--- src/rtl/phase_seq_pkg.sv ---
// ---------------------------------------------------------------------------
// phase_seq_pkg
// Shared definitions for the phase sequencer:
//   seq_state_t      - sequencer FSM state (IDLE / RUN)
//   DEF_CNT_W        - default timer / duration width in bits
//   DEF_DUR_0..4     - duration table contents loaded at reset (cycles)
// ---------------------------------------------------------------------------
package phase_seq_pkg;

  typedef enum logic {
    IDLE = 1'b0,
    RUN  = 1'b1
  } seq_state_t;

  localparam int DEF_CNT_W = 22;

  localparam int DEF_DUR_0 = 2000000;
  localparam int DEF_DUR_1 = 1950;
  localparam int DEF_DUR_2 = 1850;
  localparam int DEF_DUR_3 = 1850;
  localparam int DEF_DUR_4 = 76500;

endpackage

--- src/rtl/phase_sequencer_interval_timer.sv ---
// ---------------------------------------------------------------------------
// interval_timer
// Loadable down-counter that stops at zero.
// Ports:
//   CLK, RESET_N - clock (rising edge), asynchronous active-low reset
//   LOAD         - load LOAD_VAL into the counter (wins over EN)
//   LOAD_VAL     - value to load
//   EN           - decrement enable
//   COUNT        - current count
//   EXPIRE       - count is zero while enabled
// ---------------------------------------------------------------------------
module interval_timer
  import phase_seq_pkg::*;
#(
  parameter int CNT_W = DEF_CNT_W
) (
  input  logic             CLK,
  input  logic             RESET_N,
  input  logic             LOAD,
  input  logic [CNT_W-1:0] LOAD_VAL,
  input  logic             EN,
  output logic [CNT_W-1:0] COUNT,
  output logic             EXPIRE
);

  // The zero check guards the decrement so the counter never wraps.
  always_ff @(posedge CLK or negedge RESET_N) begin
    if (!RESET_N) begin
      COUNT <= '0;
    end else if (LOAD) begin
      COUNT <= LOAD_VAL;
    end else if (EN && (COUNT != '0)) begin
      COUNT <= COUNT - CNT_W'(1);
    end
  end

  assign EXPIRE = (COUNT == '0) && EN;

endmodule

--- src/rtl/phase_sequencer.sv ---
// ---------------------------------------------------------------------------
// phase_sequencer
// Steps an interval timer through a run-time writable table of phase
// durations and reports the active phase.
// Ports:
//   CLK, RESET_N - clock (rising edge), asynchronous active-low reset
//   START        - begin a sequence (accepted in IDLE only)
//   ABORT        - terminate the sequence, highest priority
//   PAUSE        - freeze the timer while running
//   LOOP         - wrap to phase 0 after the last phase instead of finishing
//   CFG_WE/ADDR/DATA - duration table write port (any state)
//   READY, BUSY  - registered IDLE / RUN indicators
//   PHASE        - current phase index
//   PHASE_STB    - one-cycle pulse on every phase completion
//   DONE         - one-cycle pulse on normal sequence completion
// ---------------------------------------------------------------------------
module phase_sequencer
  import phase_seq_pkg::*;
#(
  parameter  int NUM_PHASES = 5,
  parameter  int CNT_W      = DEF_CNT_W,
  localparam int ADDR_W     = (NUM_PHASES > 2) ? $clog2(NUM_PHASES) : 1
) (
  input  logic              CLK,
  input  logic              RESET_N,
  input  logic              START,
  input  logic              ABORT,
  input  logic              PAUSE,
  input  logic              LOOP,
  input  logic              CFG_WE,
  input  logic [ADDR_W-1:0] CFG_ADDR,
  input  logic [CNT_W-1:0]  CFG_DATA,
  output logic              READY,
  output logic              BUSY,
  output logic [ADDR_W-1:0] PHASE,
  output logic              PHASE_STB,
  output logic              DONE
);

  // The table covers the full address space so any PHASE value indexes a
  // real entry; entries beyond NUM_PHASES hold 1 and are never written.
  localparam int TABLE_DEPTH = 1 << ADDR_W;

  function automatic logic [CNT_W-1:0] defaultDur(input int idx);
    logic [CNT_W-1:0] val;
    case (idx)
      0:       val = CNT_W'(DEF_DUR_0);
      1:       val = CNT_W'(DEF_DUR_1);
      2:       val = CNT_W'(DEF_DUR_2);
      3:       val = CNT_W'(DEF_DUR_3);
      4:       val = CNT_W'(DEF_DUR_4);
      default: val = CNT_W'(1);
    endcase
    return val;
  endfunction

  // A phase of duration d lasts max(d,1) cycles, so the timer loads max(d,1)-1.
  function automatic logic [CNT_W-1:0] loadValue(input logic [CNT_W-1:0] dur);
    return (dur == '0) ? '0 : dur - CNT_W'(1);
  endfunction

  logic [CNT_W-1:0]  durTable [TABLE_DEPTH];
  seq_state_t        state, stateNext;
  logic [ADDR_W-1:0] phaseNext, phaseInc;
  logic              stbNext, doneNext;
  logic              timerLoad, timerEn, timerExpire;
  logic [CNT_W-1:0]  loadVal;
  logic [CNT_W-1:0]  unusedCount;

  // Writes only reach the table; the running countdown is untouched until
  // the entry is loaded again.
  always_ff @(posedge CLK or negedge RESET_N) begin
    if (!RESET_N) begin
      for (int i = 0; i < TABLE_DEPTH; i++) begin
        durTable[i] <= defaultDur(i);
      end
    end else if (CFG_WE && (int'(CFG_ADDR) < NUM_PHASES)) begin
      durTable[CFG_ADDR] <= CFG_DATA;
    end
  end

  assign timerEn  = (state == RUN) && !PAUSE;
  assign phaseInc = PHASE + ADDR_W'(1);

  interval_timer #(
    .CNT_W(CNT_W)
  ) timer (
    .CLK     (CLK),
    .RESET_N (RESET_N),
    .LOAD    (timerLoad),
    .LOAD_VAL(loadVal),
    .EN      (timerEn),
    .COUNT   (unusedCount),
    .EXPIRE  (timerExpire)
  );

  // Next-state logic; ABORT is checked before the phase-end path so it
  // suppresses PHASE_STB and DONE.
  always_comb begin
    stateNext = state;
    phaseNext = PHASE;
    stbNext   = 1'b0;
    doneNext  = 1'b0;
    timerLoad = 1'b0;
    loadVal   = loadValue(durTable[0]);
    case (state)
      IDLE: begin
        if (START && !ABORT) begin
          stateNext = RUN;
          phaseNext = '0;
          timerLoad = 1'b1;
        end
      end
      RUN: begin
        if (ABORT) begin
          stateNext = IDLE;
          phaseNext = '0;
        end else if (timerExpire) begin
          stbNext = 1'b1;
          if (int'(PHASE) < NUM_PHASES - 1) begin
            phaseNext = phaseInc;
            timerLoad = 1'b1;
            loadVal   = loadValue(durTable[phaseInc]);
          end else if (LOOP) begin
            phaseNext = '0;
            timerLoad = 1'b1;
          end else begin
            stateNext = IDLE;
            phaseNext = '0;
            doneNext  = 1'b1;
          end
        end
      end
      default: begin
        stateNext = IDLE;
        phaseNext = '0;
      end
    endcase
  end

  always_ff @(posedge CLK or negedge RESET_N) begin
    if (!RESET_N) begin
      state     <= IDLE;
      PHASE     <= '0;
      PHASE_STB <= 1'b0;
      DONE      <= 1'b0;
      READY     <= 1'b1;
      BUSY      <= 1'b0;
    end else begin
      state     <= stateNext;
      PHASE     <= phaseNext;
      PHASE_STB <= stbNext;
      DONE      <= doneNext;
      READY     <= (stateNext == IDLE);
      BUSY      <= (stateNext == RUN);
    end
  end

endmodule

--- config.mk ---
export PLATFORM = sky130hd
export DESIGN_NAME = phase_sequencer
export DESIGN_NICKNAME = d
export VERILOG_FILES = /design/src/rtl/phase_seq_pkg.sv /design/src/rtl/phase_sequencer_interval_timer.sv /design/src/rtl/phase_sequencer.sv
export SDC_FILE = /design/constraint.sdc
export NUM_CORES = 1
export LEC_CHECK = 0
export ABC_CLOCK_PERIOD_IN_PS = 11200
export CAP_MARGIN = 20
export CORE_ASPECT_RATIO = 1.1
export CORE_MARGIN = 5
export CORE_UTILIZATION = 45
export CTS_BUF_LIST = sky130_fd_sc_hd__clkbuf_8
export CTS_CLUSTER_SIZE = 20
export DETAILED_ROUTE_END_ITERATION = 7
export PLACE_DENSITY = 0.63
export SYNTH_ARGS = -nofsm -noshare
export SYNTH_HDL_FRONTEND = slang
export SYNTH_SLANG_ARGS = --single-unit
--- constraint.sdc ---
create_clock -name CLK -period 11.2 [get_ports CLK]
set_input_delay 2.8 -clock CLK [delete_from_list [all_inputs] [get_ports CLK]]
set_output_delay 2.8 -clock CLK [all_outputs]
set_load 0.01 [all_outputs]
==> reports/metrics.yaml, run 1 <==
placed_design:
  io_buffers: 38
  hpwl_mm: 13.8
  finalWeightedCongestion: 0.869
  dp.cells: 989
  dpl_cell_area_sq_um: 10300
logic_synthesis:
  synth_warnings: 0
  synth_edf_count: 0
  synth_top_family_by_area: "multiplexers"
  synth_cell_type_count: 51
  synth.cell_area_sq_um: 9830
  synthCells: 751
  seq_area_frac_synth: 0.527
  synthAdderAreaFrac: 0.00636
  synthFlopType: "dfrtp_1"
  synth_nets: 788
  async_flop_share: 1.00
  synth_xor_area_frac: 0.0517
  synthMuxAreaShare: 0.247
  ys_ff_latch: 205
  post_synth.cell_area_avg_sq_um: 13.1
  synth_simple_gate_area_frac: 0.0748
  synth_compound_area_frac: 0.0464
floorplanning:
  io_pins: 39
  die_h_um: 165
  coreArea_sq_um: 21400
  chipWidth_um: 151
  die-area_sq_um: 24900
  rows: 56
  start_util: 0.459
detailed_routing:
  wl_per_cell_um: 20.2
  routed-via-count: 5956
  wirelength_mm: 21.4
  drc: 0
  viasPerCell: 5.62
  drtIter0Drc: 307
  ant_nets: 0
  firstDrtPassIters: 4
cts:
  clkLatencyLatePin_ps: 520
  cts_tree: "yes"
  clock_sinks: 205
  cts.hold.buffers_added: 0
  post_cts_buffers: 0
  path_clk_slew_ps: 60
  h-tree-depth: 2
  clk_path_buf_depth: 3
  cts_root_buf: "clkbuf_8"
  cts-buffers-inserted: 38
  cts_resized: 0
layout:
  stdcell_area_sq_um: 11100
  fin_cells: 1059
  diodes: 0
  syn2layout_area_growth_pct: 13.0
  drive_above_1_share: 0.364
  fin_nets: 778
  fillCellCount: 1841
timing:
  min_period_ps: 5410
  worst_pin_slew_ps: 922
  fin_crit_sh: 0.483
  drv_slew: 0
  setup_violations: 0
  hold_viol_final: 0
  relSlewSlack: 0.385
  clock.fmax_mhz: 185
  holdWs_ps: 365
  rsz0062_at_grt: "no"
  tns_ps: 0
  skew_ps: 11.1
setup_path:
  cp-end-kind: "output port"
  startpoint_type: "flip-flop"
  cp_slowest_cell: "dfrtp_2"
  max_stage_delay_ps: 890
  worstPathCellList: "buf_4, clkdlybuf4s50_1"
  crit_required_ps: 8400
  reg2regPathDepth: 10
  critical_path_class: "flip-flop to output port"
  crit_fanout: 25
  crit_arrival_ps: 2610
grt:
  grtUsageTotal: 0.181
  grt_pass1_wl_mm: 35.2
  grt_pass1_vias: 6676
  grt_max_degree: 133
  antenna_found_initial: 0
  gr-total-overflow: 0
run_status:
  status: "finished clean"
pwr:
  p_per_area_nw_per_um2: 182
  leakage_nw: 4.54
  p_total_mw: 2.02
  peakVddDrop_uv: 102
hold_path:
  hold_path_class: "flip-flop to flip-flop"
  whs_path_depth: 0
job:
  drv_cap: 0
-- where the power goes --
| part | internal [mW] | total [mW] | switching (mW) |
|---|---|---|---|
| clock network | 0.424 | 0.729 | 0.305 |
| registers | 0.873 | 0.959 | 0.0859 |
| logic | 0.181 | 0.330 | 0.149 |
-- worst paths after layout --
kind / startpoint / end / slack [ps]
max in group asynchronous: RESET_N / PHASE[0] / 7350
min in group asynchronous: RESET_N / durTable[20] / 2140
hold reg to reg: durTable[0] / durTable[0] / 370
setup reg to reg: PHASE[0] / timer.COUNT[3] / 6120
hold / removal: durTable[0] / durTable[0] / 370
setup / recovery: PHASE[0] / PHASE[0] / 5790
-- Yosys cell counts, types with 2 or more instances --
master,n,share of area
a21o_1,2,0.0015
a21oi_1,28,0.014
a22oi_1,8,0.0061
a31oi_1,2,0.0013
and3_1,2,0.0013
buf_1,4,0.0015
buf_2,7,0.0036
buf_6,5,0.0057
clkbuf_1,83,0.032
dfrtp_1,164,0.42
dfstp_2,41,0.11
ha_1,5,0.0064
inv_1,9,0.0034
mux2_2,109,0.12
mux2i_1,21,0.021
mux4_2,44,0.10
nand2_1,22,0.0084
nand2b_1,2,0.0013
nand3_1,10,0.0051
nand4_1,5,0.0032
nor2_1,19,0.0073
nor3_1,12,0.0061
nor3b_1,3,0.0023
nor4_1,21,0.013
nor4b_1,3,0.0027
nor4bb_1,2,0.0020
o21ai_0,20,0.010
o21ai_1,3,0.0015
o31ai_1,2,0.0015
or2_2,2,0.0013
or3_1,9,0.0057
or4_1,6,0.0046
or4_4,2,0.0023
xnor2_1,33,0.029
xor2_1,25,0.022
-- area by class of cell --
cell class	instances	area, sq um	area share
clock buffers	47	647	0.0582
clock inverters	21	141	0.0127
inverters	9	33.8	0.00304
multi-input cells	437	4240	0.382
flip-flops and latches	205	5180	0.467
well taps	290	363	0.0327
repair buffers	50	502	0.0452
-- worst max-delay path: cells and delay by family (launching register included) --
family | cells | cell delay [ps]
buffers and inverters | 2 | 1200
DFF | 1 | 890
-- flip-flops by register name (all words and copies together), names as in the netlist --
signal / flops
timer.COUNT: 22
durTable: 176
PHASE_STB: 1
state: 1
DONE: 1
PHASE: 3
READY: 1
-- cell usage in the layout (no fill, tap or decap), types with 2 or more instances in the layout --
cell type / netlist / layout
clkdlybuf4s50_1: 0 / 37
mux2_2: 109 / 109
o21ai_1: 3 / 3
or3_1: 9 / 9
a31oi_1: 2 / 2
xnor2_1: 33 / 33
nor4b_1: 3 / 2
xor2_1: 25 / 25
or2_2: 2 / 2
nand3_1: 10 / 10
inv_1: 9 / 22
mux4_2: 44 / 44
nand2b_1: 2 / 2
dfrtp_1: 164 / 163
dfstp_2: 41 / 41
nand4_1: 5 / 5
a22oi_1: 8 / 8
nor3_1: 12 / 11
or4_4: 2 / 2
and3_1: 2 / 2
ha_1: 5 / 4
o31ai_1: 2 / 2
a21oi_1: 28 / 27
nor3b_1: 3 / 3
clkinv_2: 0 / 5
nor2_1: 19 / 19
buf_4: 1 / 10
nand2_1: 22 / 22
o21ai_0: 20 / 20
nor4_1: 21 / 21
nor4bb_4: 0 / 2
clkbuf_8: 0 / 48
or4_1: 6 / 6
bufinv_16: 0 / 2
a21o_1: 2 / 2
mux2i_1: 21 / 21
-- cells by family after synthesis --
logic type	Yosys count
flops	205
simple gates	127
buf+inv	109
compound gates	73
xor+xnor	58
fa+ha+maj	5
mux	174
-- layer usage --
| metal | vias up | routed length [um] | track usage |
|---|---|---|---|
| met4 | 0 | 647 | 0.0651 |
| met1 | 3101 | 9480 | 0.239 |
| li1 | 2670 | - | - |
| met2 | 129 | 10400 | 0.298 |
| met3 | 56 | 873 | 0.0351 |
| met5 | - | 0 | 0 |
-- per-stage QoR --
stage | worst slack, ps | util
final | 5790 | 0.518
after global routing | 5540 | 0.518
after CTS | 5630 | 0.516
after detailed placement | 5940 | 0.479
after global placement | 5980 | 0.479
after floorplan | 6770 | -
Note: power is estimated with default switching activity, not from simulation.
==> run 2, diff against run 1 <==
--- a/config.mk
+++ b/config.mk
@@ -5,7 +5,7 @@
 export SDC_FILE = /design/constraint.sdc
 export NUM_CORES = 1
 export LEC_CHECK = 0
-export ABC_CLOCK_PERIOD_IN_PS = 11200
+export ABC_CLOCK_PERIOD_IN_PS = 5500
 export CAP_MARGIN = 20
 export CORE_ASPECT_RATIO = 1.1
 export CORE_MARGIN = 5
==> constraint.sdc (replaced) <==
create_clock -name CLK -period 5.5 [get_ports CLK]
set_input_delay 1.375 -clock CLK [delete_from_list [all_inputs] [get_ports CLK]]
set_output_delay 1.375 -clock CLK [all_outputs]
set_load 0.01 [all_outputs]
==> reports/metrics.yaml, run 2 (same netlist as run 1, synthesis figures left out) <==
run_status:
  status: "finished clean"
hold_path:
  whs_path_depth: 0
  hold_path_class: "flip-flop to flip-flop"
  hold_start: "durTable[0]"
pwr:
  p_per_area_nw_per_um2: 365
  leakage_nw: 4.51
  internal_power_mw: 2.93
  peakVddDrop_uv: 201
  power.share.clock: 0.349
  power_frac_seq: 0.485
  p_sw_mw: 1.10
  p_total_mw: 4.03
  p_sw_frac: 0.273
  combPwrFrac: 0.166
setup_path:
  critical_path_class: "flip-flop to flip-flop"
  reg2reg_slack_ps: 1480
  crit_arrival_ps: 4420
  crit_path_start: "PHASE[2]"
  regToRegEndpoint: "timer.COUNT[3]"
  crit_required_ps: 5890
  reg2regPathDepth: 9
  cp-end-kind: "flip-flop"
  r2r-start: "PHASE[2]"
  startpoint_type: "flip-flop"
  endpoint: "timer.COUNT[3]"
  crit_fanout: 22
cts:
  h-tree-depth: 2
  clock_sinks: 205
  clk_path_buf_depth: 3
  cts_root_buf: "clkbuf_8"
  path_clk_slew_ps: 70
  clkLatencyLatePin_ps: 520
  cts_resized: 0
  cts_tree: "yes"
  cts-buffers-inserted: 36
  cts.hold.buffers_added: 0
  post_cts_buffers: 0
layout:
  top_regs: "durTable x176, timer.COUNT x22, PHASE x3"
  largest_reg_flops: 176
  final_cell_mix: "dfrtp_1, mux2_2, clkbuf_8, mux4_2, dfstp_2"
  diodes: 0
  layout_commonest_cell: "dfrtp_1"
  postLayoutCoreUtil: 0.515
  syn2layout_area_growth_pct: 12.3
  fin_nets: 776
  multiInputGateArea_sq_um: 4240
  largest-register: "durTable"
  drive_above_1_share: 0.364
  fillCellCount: 1842
  regArea_sq_um: 5180
detailed_routing:
  wirelength_mm: 21.1
  viasPerCell: 5.59
  ant_nets: 0
  firstDrtPassIters: 4
  drtIter0Drc: 309
  wl_per_cell_um: 20.0
  routed-via-count: 5905
  drc: 0
floorplanning:
  rows: 56
  chipWidth_um: 151
  die-area_sq_um: 24900
  die_h_um: 165
  start_util: 0.459
  io_pins: 39
  coreArea_sq_um: 21400
timing:
  relSlewSlack: 0.343
  setup_violations: 0
  min_period_ps: 4020
  fin_crit_sh: 0.731
  hold_viol_final: 0
  skew_ps: 21.3
  worst_pin_slew_ps: 985
  rsz0062_at_grt: "no"
  setup_ws_ps: 1480
  holdWs_ps: 364
  clock.fmax_mhz: 249
  drv_slew: 0
  tns_ps: 0
grt:
  grtUsageTotal: 0.180
  gr-total-overflow: 0
  antenna_found_initial: 0
  grt_pass1_vias: 6612
  grt_pass1_wl_mm: 35.3
  grt_max_degree: 126
placed_design:
  finalWeightedCongestion: 0.882
  hpwl_mm: 13.9
  io_buffers: 38
  dpl_worst_slack_ps: 1500
job:
  drv_cap: 0
==> run 2: changes by cell type in the layout (fill, tap and decap cells not counted), sizes merged <==
cell,previous run,this run
bufinv,2,1
clkbuf,48,46
inv,22,21
clkinv,5,6
==> run 2: per-stage QoR <==
stage / area, sq um / instances
finish: 11000 / 1056
global route: 11000 / 1056
CTS: 11000 / 1056
detailed placement: 10300 / 991
global placement: 10300 / 991
floorplan: 9830 / 751
==> run 2: worst max-delay path: stages, from the launching register on <==
cell	delay [ps]
dfrtp_1	480
inv_1	130
ha_2	760
mux4_2	400
mux2i_1	330
nand4_1	500
nor4_4	610
a31oi_4	300
a211oi_1	290
a21oi_1	70
==> run 2: area by class of cell <==
class / count / area share
flip-flops and latches: 205 / 0.469
multi-input cells: 437 / 0.384
clock buffers: 45 / 0.0561
repair buffers: 50 / 0.0441
well taps: 290 / 0.0329
clock inverters: 20 / 0.0107
inverters: 9 / 0.00306
==> run 2: how the worst min path moves through the flow <==
stage                              end  slack (ps)
after floorplan           durTable[21]         420
after global placement    durTable[44]         360
after detailed placement   durTable[0]         360
after CTS                  durTable[0]         370
after global routing       durTable[0]         370
final                      durTable[0]         360
==> run 2: power groups by stage <==
stage          clock, mW  sequential (mW)  combinational, mW
2_1_floorplan          0             1.91              0.502
3_3_place_gp           0             1.96              0.651
3_5_place_dp           0             1.98              0.673
4_1_cts             1.45             1.96              0.677
5_1_grt             1.52             1.99              0.742
6_report            1.41             1.96              0.669
==> run 2: metal layers <==
metal	global-route usage	vias to the layer above	routed length, um	part of all wire
met3	0.0354	46	1030	0.049
met1	0.240	3040	9210	0.44
met5	0	-	0	0
met2	0.293	146	10300	0.49
li1	-	2673	-	-
met4	0.0680	0	567	0.027
==> run 3, diff against run 2 <==
--- a/config.mk
+++ b/config.mk
@@ -5,7 +5,7 @@
 export SDC_FILE = /design/constraint.sdc
 export NUM_CORES = 1
 export LEC_CHECK = 0
-export ABC_CLOCK_PERIOD_IN_PS = 5500
+export ABC_CLOCK_PERIOD_IN_PS = 4170
 export CAP_MARGIN = 20
 export CORE_ASPECT_RATIO = 1.1
 export CORE_MARGIN = 5
==> constraint.sdc (replaced) <==
create_clock -name CLK -period 4.17 [get_ports CLK]
set_input_delay 1.0425 -clock CLK [delete_from_list [all_inputs] [get_ports CLK]]
set_output_delay 1.0425 -clock CLK [all_outputs]
set_load 0.01 [all_outputs]
==> reports/metrics.yaml, run 3 (same netlist as run 1, synthesis figures left out) <==
run_status:
  status: "finished clean"
layout:
  top_regs: "durTable x176, timer.COUNT x22, PHASE x3"
  fin_nets: 786
  drive_above_1_share: 0.369
  largest-register: "durTable"
  stdcell_area_sq_um: 11100
  fin_cells: 1065
  layout_commonest_cell: "dfrtp_1"
  fillCellCount: 1867
  syn2layout_area_growth_pct: 13.2
  diodes: 0
  final_cell_mix: "dfrtp_1, mux2_2, clkbuf_8, mux4_2, dfstp_2"
  largest_reg_flops: 176
  postLayoutCoreUtil: 0.519
grt:
  grt_max_degree: 87
  grtUsageTotal: 0.183
  grt_pass1_wl_mm: 35.8
  grt_pass1_vias: 6707
  antenna_found_initial: 0
  gr-total-overflow: 0
placed_design:
  dpl_cell_area_sq_um: 10400
  dp.cells: 1001
  io_buffers: 38
  hpwl_mm: 14.5
  dpl_worst_slack_ps: 568
  finalWeightedCongestion: 0.891
detailed_routing:
  ant_nets: 0
  drtIter0Drc: 306
  routed-via-count: 5927
  viasPerCell: 5.57
  drc: 0
  wl_per_cell_um: 20.2
  firstDrtPassIters: 4
  wirelength_mm: 21.5
timing:
  relSlewSlack: 0.515
  rsz0062_at_grt: "no"
  skew_ps: 23.3
  hold_viol_final: 0
  clock.fmax_mhz: 278
  worst_pin_slew_ps: 722
  setup_violations: 0
  drv_slew: 0
  tns_ps: 0
  holdWs_ps: 367
  fin_crit_sh: 0.862
  min_period_ps: 3590
  setup_ws_ps: 576
floorplanning:
  chipWidth_um: 151
  io_pins: 39
  rows: 56
  die-area_sq_um: 24900
  start_util: 0.459
  coreArea_sq_um: 21400
  die_h_um: 165
hold_path:
  hold_path_class: "flip-flop to flip-flop"
  whs_path_depth: 0
pwr:
  p_total_mw: 5.32
  p_per_area_nw_per_um2: 478
  leakage_nw: 4.57
  peakVddDrop_uv: 308
cts:
  cts.hold.buffers_added: 0
  cts_root_buf: "clkbuf_8"
  h-tree-depth: 2
  clock_sinks: 205
  clk_path_buf_depth: 3
  path_clk_slew_ps: 60
  post_cts_buffers: 0
  cts_resized: 0
  clkLatencyLatePin_ps: 520
  cts_tree: "yes"
  cts-buffers-inserted: 36
setup_path:
  crit_arrival_ps: 3980
  cp-end-kind: "flip-flop"
  crit_fanout: 17
  crit_required_ps: 4560
  startpoint_type: "flip-flop"
  reg2regPathDepth: 10
  critical_path_class: "flip-flop to flip-flop"
job:
  drv_cap: 0
[run 3: cell count changes in the layout (fill, tap and decap cells not counted), sizes merged]
cell,change
inv,+2
clkinv,-2
clkinvlp,-1
buf,+10
[run 3: layout make-up]
type	count	area, sq um	area share
Sequential cell	205	5180	0.466
Clock buffer	45	619	0.0556
Tap cell	290	363	0.0326
Timing Repair Buffer	60	587	0.0527
Inverter	9	33.8	0.00303
Multi-Input combinational cell	437	4240	0.381
Clock inverter	19	108	0.00967
[run 3: path summary, 6_finish.rpt]
kind	from	to	slack (ps)
setup / recovery	PHASE[0]	timer.COUNT[3]	580
setup reg to reg	PHASE[0]	timer.COUNT[3]	580
max in group asynchronous	RESET_N	durTable[119]	2600
min in group asynchronous	RESET_N	durTable[39]	570
hold / removal	durTable[22]	durTable[22]	370
hold reg to reg	durTable[22]	durTable[22]	370
[run 3: routing by layer]
| metal | vias to the layer above | share of wire | track usage |
|---|---|---|---|
| li1 | 2698 | - | - |
| met5 | - | 0 | 0 |
| met4 | 0 | 0.020 | 0.0507 |
| met3 | 38 | 0.045 | 0.0346 |
| met2 | 123 | 0.49 | 0.301 |
| met1 | 3068 | 0.44 | 0.250 |
[run 3: critical path, cell delays in order (launching register included)]
cell and delay [ps]:
dfrtp_2 420, ha_1 200, ha_2 460, buf_4 330
mux4_2 360, mux2i_1 420, nand2_1 210, nor4_4 380
a31oi_4 300, a211oi_1 300, a21oi_1 70
[run 3: power breakdown]
part	internal [mW]	total [mW]	switching, mW
clock network	1.03	1.84	0.802
registers	2.35	2.58	0.237
logic	0.495	0.898	0.403
total	3.87	5.32	1.44
